`src/rtl/oled_screen_arbiter.sv`:
```
// Round-robin arbiter that hands the OLED page driver to one of three screen
// requesters, runs the EN/FIN handshake, holds the page for a dwell time and acks.
module oled_screen_arbiter #(
   parameter int N_REQ          = 3,
   parameter int DWELL_CYCLES   = 100_000_000,
   parameter int TIMEOUT_CYCLES = 2_000_000
) (
   input  logic             CLK,
   input  logic             RST,
   input  logic [N_REQ-1:0] REQ,
   output logic [N_REQ-1:0] GNT,
   output logic [N_REQ-1:0] ACK,
   output logic [1:0]       SEL,
   output logic             DISP_EN,
   input  logic             DISP_FIN,
   output logic             BUSY,
   output logic             TIMEOUT_ERR,
   output logic [2:0]       STATE_DBG
);

   localparam int DW = $clog2(DWELL_CYCLES) + 1;
   localparam int TW = $clog2(TIMEOUT_CYCLES) + 1;
   localparam logic [DW-1:0] DWELL_LAST = DW'(DWELL_CYCLES - 1);
   localparam logic [TW-1:0] TMO_LAST   = TW'(TIMEOUT_CYCLES - 1);

   typedef enum logic [2:0] {
      IDLE    = 3'd0,
      GRANT   = 3'd1,
      DRIVE   = 3'd2,
      RELEASE = 3'd3,
      DWELL   = 3'd4,
      FINISH  = 3'd5
   } state_t;

   state_t           state_q;
   logic [N_REQ-1:0] gnt_q;
   logic [N_REQ-1:0] ack_q;
   logic [1:0]       sel_q;
   logic [1:0]       ptr_q;
   logic             en_q;
   logic             busy_q;
   logic             err_q;
   logic [DW-1:0]    dwell_q;
   logic [TW-1:0]    tmo_q;

   logic [N_REQ-1:0] rot_d;
   logic [1:0]       off_d;
   logic [2:0]       sum_d;
   logic [1:0]       win_d;
   logic [1:0]       ptr_d;
   logic             found_d;

   // rot_d[k] is the request at priority slot k counted from ptr_q
   always_comb begin
      case (ptr_q)
         2'd1:    rot_d = {REQ[0], REQ[2], REQ[1]};
         2'd2:    rot_d = {REQ[1], REQ[0], REQ[2]};
         default: rot_d = REQ;
      endcase
      found_d = |REQ;
      if (rot_d[0])      off_d = 2'd0;
      else if (rot_d[1]) off_d = 2'd1;
      else               off_d = 2'd2;
      sum_d = {1'b0, ptr_q} + {1'b0, off_d};
      win_d = (sum_d >= 3'd3) ? 2'(sum_d - 3'd3) : sum_d[1:0];
      ptr_d = (win_d == 2'd2) ? 2'd0 : win_d + 2'd1;
   end

   always_ff @(posedge CLK) begin
      if (!RST) begin
         state_q <= IDLE;
         gnt_q   <= '0;
         ack_q   <= '0;
         sel_q   <= '0;
         ptr_q   <= '0;
         en_q    <= 1'b0;
         busy_q  <= 1'b0;
         err_q   <= 1'b0;
         dwell_q <= '0;
         tmo_q   <= '0;
      end else begin
         ack_q <= '0;
         case (state_q)
            IDLE: begin
               if (found_d) begin
                  state_q      <= GRANT;
                  gnt_q        <= '0;
                  gnt_q[win_d] <= 1'b1;
                  sel_q        <= win_d;
                  ptr_q        <= ptr_d;
                  busy_q       <= 1'b1;
               end
            end
            GRANT: begin
               state_q <= DRIVE;
               en_q    <= 1'b1;
               tmo_q   <= '0;
            end
            DRIVE: begin
               if (DISP_FIN) begin
                  state_q <= RELEASE;
                  en_q    <= 1'b0;
                  tmo_q   <= '0;
               end else if (tmo_q == TMO_LAST) begin
                  state_q <= FINISH;
                  en_q    <= 1'b0;
                  err_q   <= 1'b1;
                  ack_q   <= gnt_q;
               end else begin
                  tmo_q <= tmo_q + 1'b1;
               end
            end
            RELEASE: begin
               if (!DISP_FIN) begin
                  if (DWELL_CYCLES == 0) begin
                     state_q <= FINISH;
                     ack_q   <= gnt_q;
                  end else begin
                     state_q <= DWELL;
                     dwell_q <= '0;
                  end
               end else if (tmo_q == TMO_LAST) begin
                  state_q <= FINISH;
                  err_q   <= 1'b1;
                  ack_q   <= gnt_q;
               end else begin
                  tmo_q <= tmo_q + 1'b1;
               end
            end
            DWELL: begin
               if (dwell_q == DWELL_LAST) begin
                  state_q <= FINISH;
                  ack_q   <= gnt_q;
               end else begin
                  dwell_q <= dwell_q + 1'b1;
               end
            end
            FINISH: begin
               state_q <= IDLE;
               gnt_q   <= '0;
               sel_q   <= '0;
               busy_q  <= 1'b0;
            end
            default: begin
               state_q <= IDLE;
               gnt_q   <= '0;
               sel_q   <= '0;
               en_q    <= 1'b0;
               busy_q  <= 1'b0;
            end
         endcase
      end
   end

   assign GNT         = gnt_q;
   assign ACK         = ack_q;
   assign SEL         = sel_q;
   assign DISP_EN     = en_q;
   assign BUSY        = busy_q;
   assign TIMEOUT_ERR = err_q;
   assign STATE_DBG   = state_q;

endmodule

```
`config.mk`:
```
export PLATFORM = sky130hd
export DESIGN_NAME = oled_screen_arbiter
export DESIGN_NICKNAME = d
export VERILOG_FILES = /design/src/rtl/oled_screen_arbiter.sv
export SDC_FILE = /design/constraint.sdc
export NUM_CORES = 1
export LEC_CHECK = 0
export BUFFER_PORTS_ARGS = -buffer_cell sky130_fd_sc_hd__buf_2
export CORE_MARGIN = 5
export CORE_UTILIZATION = 35
export DETAILED_ROUTE_END_ITERATION = 10
export GPL_TIMING_DRIVEN = 0
export HOLD_SLACK_MARGIN = 0.03
export MAX_ROUTING_LAYER = met4
export PLACE_DENSITY = 0.53
export SLEW_MARGIN = 20
export SYNTH_ARGS = -nofsm -noshare
export SYNTH_HDL_FRONTEND = slang
export SYNTH_SLANG_ARGS = --single-unit
```
`constraint.sdc`:
```
create_clock -name CLK -period 3.85 [get_ports CLK]
set_input_delay 0.1925 -clock CLK [delete_from_list [all_inputs] [get_ports CLK]]
set_output_delay 0.1925 -clock CLK [all_outputs]
set_load 0.05 [all_outputs]
```
**Word-level counts from Yosys, hierarchy flattened**

Cells that the tools add are included.

- Flip-flop bits (word level): 66
- Bits in latches: 0
- Bits in writable memories: 0
- Bits in read-only memories: 0
- Input bits: 6
- Output and inout port bits: 14
- Memories kept: 0

- Add/subtract/negate cells: 5
- $mul: 0
- Div/mod/pow operators: 0
- Magnitude comparators: 3
- Equal/unequal tests: 17
- Shift-type cells: 0
- Muxes and demuxes: 38
- Bitwise operators: 2
- Reductions and logical operators: 15

Operator list:

| kind | count |
|---|---|
| 2-to-1 mux 22 bit | 3 |
| one-hot mux 22 bit (3 select lines) | 1 |
| 2-to-1 mux 28 bit | 2 |
| one-hot mux 28 bit (2 select lines) | 1 |
| 2-to-1 mux 3 bit | 10 |
| adder 28 x 1 -> 28 bit, second input constant | 1 |
| equality test 28 x 27 -> 1 bit, second input constant | 1 |
| adder 22 x 1 -> 22 bit, second input constant | 1 |
| equality test 22 x 21 -> 1 bit, second input constant | 1 |
| one-hot mux 3 bit (5 select lines) | 1 |
| inequality test 2 bit, second input constant | 6 |
| 2-to-1 mux 2 bit | 5 |
| AND reduction 2 bit | 5 |
| one-hot mux 3 bit (3 select lines) | 1 |
| one-hot mux 2 bit (2 select lines) | 2 |
| OR reduction 4 bit | 2 |
| 2-to-1 mux 1 bit | 7 |
| equality test 3 x 2 -> 1 bit, second input constant | 2 |
| equality test 3 bit, second input constant | 2 |
| one-hot mux 3 bit (2 select lines) | 1 |
| AND reduction 3 bit | 2 |
| equality test 2 bit, second input constant | 2 |
| one-hot mux 1 bit (2 select lines) | 2 |
| nonzero test 2 bit | 2 |
| other kinds (16) | 17 |

**Longest topological paths before layout**

- Word-level depth: 13
- Depth in mapped cells: 17
- Gate-level depth less buffers: 17

**Least setup slack after synthesis**

OpenSTA, ideal clock, no wires.

- Path type: register to register
- Start point: register ptr_q[1]
- End point: register gnt_q[2] (netlist: GNT[2])
- Data arrival time: 2513 ps
- Required time: 3732 ps
- Path slack: 1218 ps
- Stages on the path, launching flop included: 18
- Period minus slack after synthesis: 2632 ps
- Cell sequence: dfxtp_1 inv_1 ha_1 nand2_1 o21ai_0 a21oi_1 a21oi_1 ha_1 inv_1 fa_1 inv_1 ha_1 nor2b_1 nand3_1 o21ai_0 nor2_1 a22oi_1 nor2b_1

- Word-level cells in the longest chain between the ends: 13

RTL lines:

| element | RTL line | RTL |
|---|---|---|
| start, declared | 39 | `logic [1:0] ptr_q;` |
| start signal, assigned | 90 | `ptr_q <= ptr_d;` |
| equality test 2 bit or equality test 2 x 1 -> 1 bit (tied branches) | 55 | `case (ptr_q)` |
| one-hot mux 2 bit (2 select lines) | 55 |  |
| 2-to-1 mux 2 bit | 62 | `else if (rot_d[1]) off_d = 2'd1;` |
| 2-to-1 mux 2 bit | 61 | `if (rot_d[0]) off_d = 2'd0;` |
| adder 2 x 2 -> 3 bit * | 64 | `sum_d = {1'b0, ptr_q} + {1'b0, off_d};` |
| >= comparator 3 x 2 -> 1 bit or subtractor 2 bit (tied branches) | 65 | `win_d = (sum_d >= 3'd3) ? 2'(sum_d - 3'd3) : sum_d[1:0];` |
| 2-to-1 mux 2 bit * | 65 |  |
| less-than comparator 2 x 3 -> 1 bit (implied by the code) or >= comparator 2 x 1 -> 1 bit (tied branches) | 88 | `gnt_q[win_d] <= 1'b1;` |
| logical AND 1 bit (implied by the code) | 88 |  |
| 2-to-1 mux 1 bit (implied by the code) | 88 |  |
| demux 1 bit (select 2 bit) * | 88 |  |
| 2-to-1 mux 3 bit * | 85 | `if (found_d) begin` |
| one-hot mux 3 bit (2 select lines) * | 83 | `case (state_q)` |
| end signal, assigned | 72 | `gnt_q <= '0;` |
| end signal, assigned | 87 | `gnt_q <= '0;` |
| end signal, assigned by index | 88 |  |
| end, declared | 36 | `logic [N_REQ-1:0] gnt_q;` |

Mark *: on every way between the ends. The rest lies on a longest branch, timed or not. The select of a mux whose other input is x is not followed.
A chain may end at the register's enable or synchronous reset.

**Worst setup path after layout**

Same ends and word-level chain as after synthesis.

==> results by stage <==
Drt:
- For this run, the detailed router's first-pass iteration total came to 4.
- Wires add up to 7430 um.
- Across all layers, the routed design uses 2898 vias.
- The number of DRC violations after detailed routing is 0.
- The mean number of vias per cell is approximately 5.1.
- In the final routed layout, each cell accounts on average for about 13 um.
- After the first detailed-routing iteration, the DRC count stood at 108.
- In this run the remaining antenna-violating nets after routing total 0.

Status:
- The flow ran to the end, and the final reports show no timing, DRC or antenna violations.

GRT:
- The sum of overflow across all layers after global routing is 0.
- Entering global routing, the biggest net connects 12 pins.
- The initial antenna violation count is 0.
- The number of global-route vias before repair was 2760.
- The wire length of the first global-routing pass is 12600 um.
- The overall fraction of global-route tracks in use is 0.139.

Synth:
- The area of the mapped netlist is 3390 um^2.
- The cell count after synthesis is 404.
- Of all cell types, the one taking the most synthesized area is dfxtp_1.
- The Yosys step of the flow raised 0 warnings.
- Counting distinct cell types in the post-synthesis netlist gives 63.
- Among all flip-flop cells after synthesis, the most frequent one is dfxtp_1.
- The number of flops mapped to enable cells by yosys is 0.
- In the post-synthesis netlist, the cell with the most instances is dfxtp_1.
- Yosys attributes the largest share of cell area to dfxtp_1 39%, nand2_1 4.2%, nor2_1 4.2%, xnor2_1 3.9%, xor2_1 3.6%.
- The number of nets handed over by synthesis was around 420.
- The share of flip-flops with an asynchronous set or reset after synthesis is 0.
- Dividing the synthesized area by the synthesized cell count gives between 8 and 9 um^2.
- Synthesis inferred between 60 and 70 register bits.
- The commonest cells after synthesis are 66 x dfxtp_1, 38 x nand2_1, 38 x nor2_1, 19 x a21oi_1.
- Of the post-synthesis cell area, the dominant cell type holds 0.389.
- For this run, the register share of the synthesized area comes to 0.389.

Cells and area:
- The layout-stage area growth over the synthesis result is 13.7%.
- The number of antenna repair diodes is 0.
- In the final layout, the share of cells above drive strength 1 is 0.130.
- The final-stage net count is around 450.
- The layout has 976 filler cells.

Run:
- Across the run, the number of max-cap violations was 0.

STA:
- In the final timing run, aggregate negative setup slack is 0 ns.
- The worst pin sits at a relative slew slack of 0.403.
- The number of hold violations in the final report was 0.
- Hold timing on the final database bottoms out at a slack of approximately 0.27 ns.
- The part of the cycle the worst path needs is 0.752.
- The count of pins over their slew limit was 0.
- Setup violations remaining at the end of the flow were counted as 0.
- Static timing analysis puts the maximum clock frequency at 0.346 GHz.
- The minimum period implied by the final worst setup slack is between 2 and 3 ns.
- Setup repair after global routing left no endpoint under its margin.
- The setup skew after layout is roughly 0.007 ns.
- The slew at the pin with the worst max-slew slack is about 0.9 ns.

Critical path:
- The worst register-to-register path ends at GNT[2].
- The largest individual stage delay along the critical path comes from the cell fa_1.
- STA puts the critical path data arrival time at about 3.1 ns.
- The maximum fanout encountered on the critical timing path is 4.
- Counting cells, the worst reg-to-reg path comes to 17.
- The worst setup path is launched from a register.
- Walking the worst path, the cells encountered are inv_1, ha_1, nand2_1, o21ai_0, a21oi_1, a21oi_1, ha_1, inv_1, fa_1, inv_1, ha_1, nor2b_1, nand3_1, o21ai_0, nor2_1, a22oi_1, nor2b_1.
- The startpoint identified for the worst register-to-register timing path is ptr_q[1].
- Across all register-to-register paths, the minimum setup slack is 0.96 ns.
- The largest single stage delay on the critical path is 0.52 ns.
- At the worst endpoint, the required time is 4.10 ns.
- The type of element capturing the critical path is a register.
- The worst setup path is of the reg2reg kind.

Clock tree:
- The maximum clock path buffer count is 2.
- The root buffer cell chosen for the clock tree is clkbuf_8.
- The clock insertion delay at the later pin of the skew report is approximately 0.35 ns.
- In this run, post-CTS repair resized a total of 0 instances.
- Once the clock tree was built, the setup fixing pass inserted 0 buffers.
- The H-tree level count is 3.
- The tree built by TritonCTS fans out to 66 sinks.
- Clock-pin slew was measured on the worst setup and hold paths at about 0.070 ns.
- The hold buffer count at cts is 0.
- Buffers inserted during clock tree synthesis total 9.
- The TritonCTS clock tree is done.

Pwr:
- The power density of the placed cells is between 400 and 500 nW/um^2.
- The cell leakage power is 1.35 nW.
- The overall power is 1.80 mW.
- IR analysis of the VDD net gives a maximum drop of approximately 0.18 mV.

Floorplanning:
- The full die area is roughly 12000 um^2.
- 20 I/O pins were placed.
- The floorplan core area is ~9600 um^2.
- For this configuration, the core starts out at a cell density of 0.354.
- The die boundary width is about 110 um.
- Measured along the y axis, the die boundary spans 108 um.
- Row generation in the floorplan step produced 36 rows.

Worst hold path:
- The worst hold path begins at RST.
- The type of the worst min-delay path is in2reg.
- The worst hold path passes through 5 cells.
- The worst hold path endpoint is tmo_q[7].

Placed design:
- The congestion estimate from routability-driven global placement came to around 0.8.
- Detailed placement finished with a half-perimeter wire length of 5430 um.
- Buffers placed on the I/O ports in this run total 19.
==> power by group <==
| part | total [mW] | internal [mW] | switching, mW |
|---|---|---|---|
| sequential | 0.739 | 0.715 | 0.0236 |
| combinational | 0.464 | 0.152 | 0.312 |
| clock | 0.598 | 0.331 | 0.268 |
==> critical path, delay by kind of cell (launching register included) <==
| kind | cells | cell delay [ns] |
|---|---|---|
| AND/OR/NAND/NOR | 5 | 0.53 |
| adder cells (fa/ha/maj) | 4 | 1.06 |
| buffers and inverters | 3 | 0.19 |
| AO/OA/AOI/OAI | 5 | 0.67 |
| flip-flops | 1 | 0.33 |
==> metrics by stage <==
step	setup slack, ns	cells	util	instance area, um^2
5_1_grt	0.624	572	0.402	3860
3_3_place_gp	0.997	556	0.381	3660
3_5_place_dp	0.938	556	0.381	3660
2_1_floorplan	1.22	404	-	3390
6_report	0.956	572	0.402	3860
4_1_cts	0.929	572	0.402	3860
==> layer usage <==
metal	part of all wire	GRT usage	wire (um)	vias up
met2	0.42	0.205	3150	31
met3	0.031	0.0340	227	14
met4	0.022	0.0631	160	0
met5	0	-	0	-
li1	-	-	-	1516
met1	0.52	0.180	3890	1337
==> cells by family (layout without fill, tap and decap cells) <==
family / count (synthesis) / count (layout) / synth area share
buf+inv: 30 / 65 / 0.0350
flops: 66 / 66 / 0.389
mux: 3 / 3 / 0.00921
compound gates: 79 / 79 / 0.159
fa+ha+maj: 7 / 7 / 0.0280
simple gates: 190 / 190 / 0.305
xor+xnor: 29 / 29 / 0.0748
==> worst max-delay path by stage <==
| stage | start | endpoint | slack (ns) | cells past startpoint |
|---|---|---|---|---|
| 2_1_floorplan | ptr_q[1] | GNT[2] | 1.22 | 17 |
| 6_report | ptr_q[1] | GNT[2] | 0.96 | 17 |
| 3_3_place_gp | ptr_q[1] | GNT[2] | 1.0 | 17 |
| 5_1_grt | ptr_q[1] | GNT[1] | 0.62 | 16 |
| 3_5_place_dp | ptr_q[1] | GNT[2] | 0.94 | 17 |
| 4_1_cts | ptr_q[1] | GNT[2] | 0.93 | 17 |
==> flip-flops by register name, indices dropped and copies added (netlist names) <==
register and count:
DISP_EN 1, SEL 2, GNT 3, tmo_q 22, BUSY 1, dwell_q 28
TIMEOUT_ERR 1, ACK 3, ptr_q 2, STATE_DBG 3
==> cell usage in the layout (no fill, tap or decap), types with 9 or more instances in the layout <==
master    Yosys  layout
dfxtp_1      66      66
nand2_1      38      38
nor2_1       38      38
buf_2         2      21
a21oi_1      19      19
o21ai_0      18      18
nand3_1      18      18
nand4_1      16      16
inv_1        15      15
xnor2_1      15      15
xor2_1       14      14
and3_1       12      12
nor2b_1      11      11
clkbuf_1     11      11
clkbuf_8      0      11
or3_1         9       9
==> layout make-up <==
class,instances,area (um^2),share of cell area
tap,133,166,0.0431
buffer,15,62.6,0.0162
sequential,66,1320,0.342
clock inverter,5,52.6,0.0136
multi-input combinational,308,1950,0.506
clock buffer,11,151,0.0392
inverter,15,56.3,0.0146
timing repair buffer,19,95.1,0.0246
No activity file was read; power rests on OpenSTA's default activity.
